<file path="src/rtl/sram_responder.sv">
// SRAM stand-in for the pin-level test interface: oversamples s_clk, services
// writes/reads on an internal array, counts accesses and flags protocol errors.
module sram_responder #(
    parameter int ADDR_W      = 5,
    parameter int DATA_W      = 8,
    parameter int SYNC_STAGES = 2,
    parameter logic [DATA_W-1:0] INIT_PATTERN = 8'h00
) (
    input  logic              clk,
    input  logic              reset,
    input  logic              s_clk,
    input  logic              s_cen,
    input  logic              s_wen,
    input  logic              s_oen,
    input  logic [ADDR_W-1:0] s_addr,
    input  logic [DATA_W-1:0] s_ddata,
    output logic [DATA_W-1:0] s_qdata,
    input  logic              err_clr,
    output logic              busy,
    output logic [15:0]       wr_count,
    output logic [15:0]       rd_count,
    output logic              protocol_err
);
    localparam int DEPTH = 2 ** ADDR_W;
    localparam logic [ADDR_W-1:0] LAST_ADDR = ADDR_W'(DEPTH - 1);

    typedef enum logic {ST_INIT, ST_IDLE} state_e;

    logic [SYNC_STAGES-1:0] sclk_q, sclk_d;
    logic [SYNC_STAGES-1:0] cen_q, cen_d;
    logic [SYNC_STAGES-1:0] wen_q, wen_d;
    logic [SYNC_STAGES-1:0] oen_q, oen_d;
    logic [SYNC_STAGES-1:0][ADDR_W-1:0] addr_q, addr_d;
    logic [SYNC_STAGES-1:0][DATA_W-1:0] ddata_q, ddata_d;
    logic prev_q, prev_d;

    logic sclk_s, cen_s, wen_s, oen_s, rise;
    logic [ADDR_W-1:0] addr_s;
    logic [DATA_W-1:0] ddata_s;

    state_e state_q, state_d;
    logic [ADDR_W-1:0] init_addr_q, init_addr_d;
    logic [DATA_W-1:0] rdata_q, rdata_d;
    logic [15:0] wr_count_q, wr_count_d;
    logic [15:0] rd_count_q, rd_count_d;
    logic err_q, err_d;

    logic [DATA_W-1:0] mem_q [DEPTH];
    logic              mem_we;
    logic [ADDR_W-1:0] mem_waddr;
    logic [DATA_W-1:0] mem_wdata;
    logic wr_inc, rd_inc, err_set;

    assign sclk_s  = sclk_q[SYNC_STAGES-1];
    assign cen_s   = cen_q[SYNC_STAGES-1];
    assign wen_s   = wen_q[SYNC_STAGES-1];
    assign oen_s   = oen_q[SYNC_STAGES-1];
    assign addr_s  = addr_q[SYNC_STAGES-1];
    assign ddata_s = ddata_q[SYNC_STAGES-1];
    assign rise    = sclk_s & ~prev_q;

    always_comb begin
        sclk_d  = {sclk_q[SYNC_STAGES-2:0], s_clk};
        cen_d   = {cen_q[SYNC_STAGES-2:0], s_cen};
        wen_d   = {wen_q[SYNC_STAGES-2:0], s_wen};
        oen_d   = {oen_q[SYNC_STAGES-2:0], s_oen};
        addr_d  = {addr_q[SYNC_STAGES-2:0], s_addr};
        ddata_d = {ddata_q[SYNC_STAGES-2:0], s_ddata};
        prev_d  = sclk_s;
    end

    // s_clk history resets high so a pin already high never looks like an edge
    always_ff @(posedge clk) begin
        if (reset) begin
            sclk_q  <= '1;
            cen_q   <= '1;
            wen_q   <= '1;
            oen_q   <= '1;
            addr_q  <= '0;
            ddata_q <= '0;
            prev_q  <= 1'b1;
        end else begin
            sclk_q  <= sclk_d;
            cen_q   <= cen_d;
            wen_q   <= wen_d;
            oen_q   <= oen_d;
            addr_q  <= addr_d;
            ddata_q <= ddata_d;
            prev_q  <= prev_d;
        end
    end

    always_comb begin
        state_d     = state_q;
        init_addr_d = init_addr_q;
        rdata_d     = rdata_q;
        mem_we      = 1'b0;
        mem_waddr   = addr_s;
        mem_wdata   = ddata_s;
        wr_inc      = 1'b0;
        rd_inc      = 1'b0;
        err_set     = 1'b0;
        case (state_q)
            ST_INIT: begin
                mem_we      = 1'b1;
                mem_waddr   = init_addr_q;
                mem_wdata   = INIT_PATTERN;
                init_addr_d = init_addr_q + ADDR_W'(1);
                err_set     = rise;
                if (init_addr_q == LAST_ADDR) state_d = ST_IDLE;
            end
            ST_IDLE: begin
                if (rise && !cen_s) begin
                    if (!wen_s) begin
                        mem_we = 1'b1;
                        wr_inc = 1'b1;
                    end else begin
                        rdata_d = mem_q[addr_s];
                        rd_inc  = 1'b1;
                    end
                end
            end
            default: state_d = ST_INIT;
        endcase
        wr_count_d = (wr_inc && wr_count_q != 16'hFFFF) ? wr_count_q + 16'd1 : wr_count_q;
        rd_count_d = (rd_inc && rd_count_q != 16'hFFFF) ? rd_count_q + 16'd1 : rd_count_q;
        err_d      = err_set | (err_q & ~err_clr);
    end

    always_ff @(posedge clk) begin
        if (reset) begin
            state_q     <= ST_INIT;
            init_addr_q <= '0;
            rdata_q     <= '0;
            wr_count_q  <= '0;
            rd_count_q  <= '0;
            err_q       <= 1'b0;
        end else begin
            state_q     <= state_d;
            init_addr_q <= init_addr_d;
            rdata_q     <= rdata_d;
            wr_count_q  <= wr_count_d;
            rd_count_q  <= rd_count_d;
            err_q       <= err_d;
        end
    end

    always_ff @(posedge clk) begin
        if (mem_we && !reset) mem_q[mem_waddr] <= mem_wdata;
    end

    assign s_qdata      = oen_s ? '0 : rdata_q;
    assign busy         = (state_q == ST_INIT);
    assign wr_count     = wr_count_q;
    assign rd_count     = rd_count_q;
    assign protocol_err = err_q;
endmodule

</file>
<file path="config.mk">
export PLATFORM = sky130hd
export DESIGN_NAME = sram_responder
export DESIGN_NICKNAME = d
export VERILOG_FILES = /design/src/rtl/sram_responder.sv
export SDC_FILE = /design/constraint.sdc
export NUM_CORES = 1
export LEC_CHECK = 0
export BUFFER_PORTS_ARGS = -buffer_cell sky130_fd_sc_hd__buf_2
export CAP_MARGIN = 40
export CORE_MARGIN = 2
export CORE_UTILIZATION = 28
export CTS_BUF_LIST = sky130_fd_sc_hd__clkbuf_2
export CTS_CLUSTER_DIAMETER = 40
export DETAILED_ROUTE_END_ITERATION = 10
export GPL_ROUTABILITY_DRIVEN = 1
export RECOVER_POWER = 50
export SLEW_MARGIN = 20
export SYNTH_ARGS = -nofsm -noshare
export SYNTH_HDL_FRONTEND = slang
export SYNTH_SLANG_ARGS = --single-unit
</file>
<file path="constraint.sdc">
create_clock -name clk -period 3.3 [get_ports clk]
set_input_delay 0.33 -clock clk [delete_from_list [all_inputs] [get_ports clk]]
set_output_delay 0.33 -clock clk [all_outputs]
set_load 0.03 [all_outputs]
</file>
==> results.toml <==
[outcome]
status = "finished with violations"
violations = "max-capacitance violations, max-slew violations"

[setup_path]
cp_cell_sequence = "clkbuf_2 -> and2_1 -> clkbuf_1"
critPathMaxStageDelay_ns = 1.43
arrival_ns = 3.36
startpoint_type = "register"
critPathKind = "register to register"
path_buf_inv = 2
worstRegToRegCells = 3
r2r_setup_slack_ns = 0.29
cpLargestDelayFamily = "buffers and inverters"
critPathCaptureType = "register"
slowest_stage = "clkbuf_1"
required_ns = 3.64
reg2reg_from = "state_q$_SDFF_PP0_"
crit_fanout = 32
r2r-end = "mem_q[30][2]$_DFFE_PP_"

[power]
p_leak_nw = 4.81
comb_power_share = 0.035
sw_frac_of_total = 0.237
power.total_mw = 7.55
pwr-share-seq = 0.607
p_int_mw = 5.76
clkPwrFrac = 0.358
power_density_mw_per_mm2 = 489
ir_worst_vdd_v = 0.000196
p_sw_mw = 1.79

[cts]
cts_hold_buffers = 18
cts_buffer_depth = 3
numCtsBuffers = 85
htreeDepth = 3
post_cts_buffers = 0
clk_pin_slew_ns = 0.10
cts_resized = 0
cts_root_buf = "clkbuf_2"
cts_sinks = 338
cts_tree = "built"
clkLatencyLatePin_ns = 0.87

[global_routing]
antenna_found_initial = 1
grt_pass1_wl_um = 47100
grt_use_total = 0.123
grt_max_degree = 83
grt_overflow = 0
grt_pass1_vias = 8207

[die]
io_pins = 62
fp-row-count = 80
dieWidth_um = 223
core_area_mm2 = 0.0475
start_util = 0.282
die_h_um = 223
fp.dieArea_mm2 = 0.0496

[placed_design]
gp_congestion = 0.807
hpwl_um = 18800
dpl_cell_area_mm2 = 0.0145
dp_cells = 1588
place.port_buffers = 61

[logic_synthesis]
avgSynthCellArea_um2 = 14.5
synth_fp_nets = 948
synth_edf_count = 256
postSynth.asyncResetShare = 0
ys_warn_count = 0
ys.flop_type = "edfxtp_1"
synth_seq_cells = 338
synth_seq_area_share = 0.696
netlist_instances = 924
ys_types = 51
syn_area_mm2 = 0.0134

[sta]
hold_viol_final = 0
setup_viol = 0
worstMarginPinSlew_ns = 2.01
skew_ns = 0.0617
fin_setup_tns_ns = 0
rsz0062_at_grt = "false"
slew_headroom = -0.338
min_period_ns = 3.01
fmax_mhz = 332
fin_crit_sh = 0.913
drv_slew = 264

[hold_path]
worstHoldStart = "s_oen"
hold_depth = 3
min_to = "oen_q[0]$_SDFF_PP1_"
worstHoldPathType = "primary input to register"

[final_layout]
fin_area_mm2 = 0.0154
final_common_cell = "edfxtp_1"
area_growth_pct = 15.1
finalNonFillerCells = 1754
fillCellCount = 4689
layout_common_cells = "256 x edfxtp_1, 135 x mux2i_1, 130 x clkbuf_2"
layout.nets = 1104
drive_gt1_frac = 0.214

[routing]
drt-initial-drc-count = 532
vias = 8140
ant_nets = 0
vias_per_cell = 4.64
routed_wl_um = 30800
wl_per_cell_um = 17.6
drtPass1Iterations = 4
drc = 0

[flow_run]
drv_cap = 8
-- registers in the layout, indices dropped and copies added (netlist names) --
signal        cells
mem_q           256
rd_count         16
wr_count         16
ddata_d           8
ddata_s           8
rdata_q           8
addr_d            5
addr_s            5
init_addr_q       5
cen_q             2
oen_q             2
sclk_q            2
wen_q             2
prev_q            1
protocol_err      1
state_q           1
-- cells in the mapped netlist, types with 2 or more instances --
library cell  instances  area share
edfxtp_1            256        0.57
mux2i_1             135        0.10
dfxtp_1              82        0.12
nor2_1               82       0.023
a22oi_1              64       0.036
a21oi_1              41       0.015
nor2b_1              38       0.018
clkbuf_1             26      0.0073
nand2_1              25      0.0070
xnor2_1              14      0.0091
and2_1               12      0.0056
xor2_1               12      0.0078
or2_2                11      0.0051
a211oi_1              9      0.0050
nand3_1               9      0.0034
or4_1                 9      0.0050
nor3_1                8      0.0030
and3_1                7      0.0033
buf_6                 7      0.0059
nand4_1               7      0.0033
buf_4                 6      0.0034
o21ai_0               6      0.0022
buf_2                 5      0.0019
inv_1                 5      0.0014
ha_1                  4      0.0037
nor3b_1               4      0.0022
nor4_1                4      0.0019
nor4b_1               3      0.0020
o2111ai_1             3      0.0020
and4_1                2      0.0013
buf_1                 2     0.00056
buf_8                 2      0.0022
mux2_2                2      0.0017
nand2b_1              2     0.00093
o211ai_1              2      0.0011
o31ai_1               2      0.0011
or3_1                 2     0.00093
-- kinds of logic after synthesis --
logic type,synth area share
AO/OA/AOI/OAI,0.0673
multiplexers,0.102
XOR/XNOR,0.0170
AND/OR/NAND/NOR,0.0911
buffers and inverters,0.0226
flip-flops,0.696
adder cells (fa/ha/maj),0.00373
-- worst max-delay path by stage --
stage | from | to | slack (ns) | depth (start not counted)
finish | state_q$_SDFF_PP0_ | mem_q[30][2]$_DFFE_PP_ | 0.29 | 3
global route | state_q$_SDFF_PP0_ | mem_q[22][2]$_DFFE_PP_ | 0.14 | 3
global placement | wen_q[1]$_SDFF_PP1_ | mem_q[24][2]$_DFFE_PP_ | 0.50 | 4
detailed placement | wen_q[1]$_SDFF_PP1_ | mem_q[22][3]$_DFFE_PP_ | 0.55 | 4
CTS | prev_q$_SDFF_PP1_ | mem_q[22][0]$_DFFE_PP_ | 0.47 | 4
floorplan | state_q$_SDFF_PP0_ | mem_q[0][0]$_DFFE_PP_ | 1.11 | 5
-- worst register-to-register path: stages, from the launching register on --
cell      delay (ns)
dfxtp_1         0.34
clkbuf_2        0.50
and2_1          0.22
clkbuf_1        1.43
-- final cells by class --
| class | count | area [µm²] | area share |
|---|---|---|---|
| clock inverter | 17 | 103 | 0.00665 |
| timing repair buffer | 117 | 783 | 0.0507 |
| multi-input combinational | 533 | 3790 | 0.245 |
| sequential | 338 | 9330 | 0.605 |
| antenna | 1 | 2.50 | 0.000162 |
| inverter | 5 | 18.8 | 0.00122 |
| clock buffer | 128 | 641 | 0.0415 |
| tap | 615 | 769 | 0.0498 |
-- metal layers --
| layer | wire length (µm) | track usage |
|---|---|---|
| met5 | 0 | 0 |
| met4 | 426 | 0.0338 |
| met3 | 1590 | 0.0283 |
| met2 | 15100 | 0.209 |
| met1 | 13700 | 0.158 |
-- stage by stage --
stage	setup slack (ns)	util	hold slack [ns]
finish	0.287	0.325	0.191
global route	0.142	0.325	0.0988
CTS	0.467	0.325	0.102
detailed placement	0.546	0.306	0.402
global placement	0.496	0.305	0.414
floorplan	1.11	-	0.389
-- power groups by stage --
stage / clock network (mW) / registers (mW) / logic, mW
after global placement: 0 / 4.68 / 0.242
after detailed placement: 0 / 4.68 / 0.247
after CTS: 2.80 / 4.58 / 0.263
after floorplan: 0 / 4.67 / 0.172
final: 2.70 / 4.58 / 0.266
after global routing: 3.03 / 4.59 / 0.284
No activity file was read; power rests on OpenSTA's default activity.
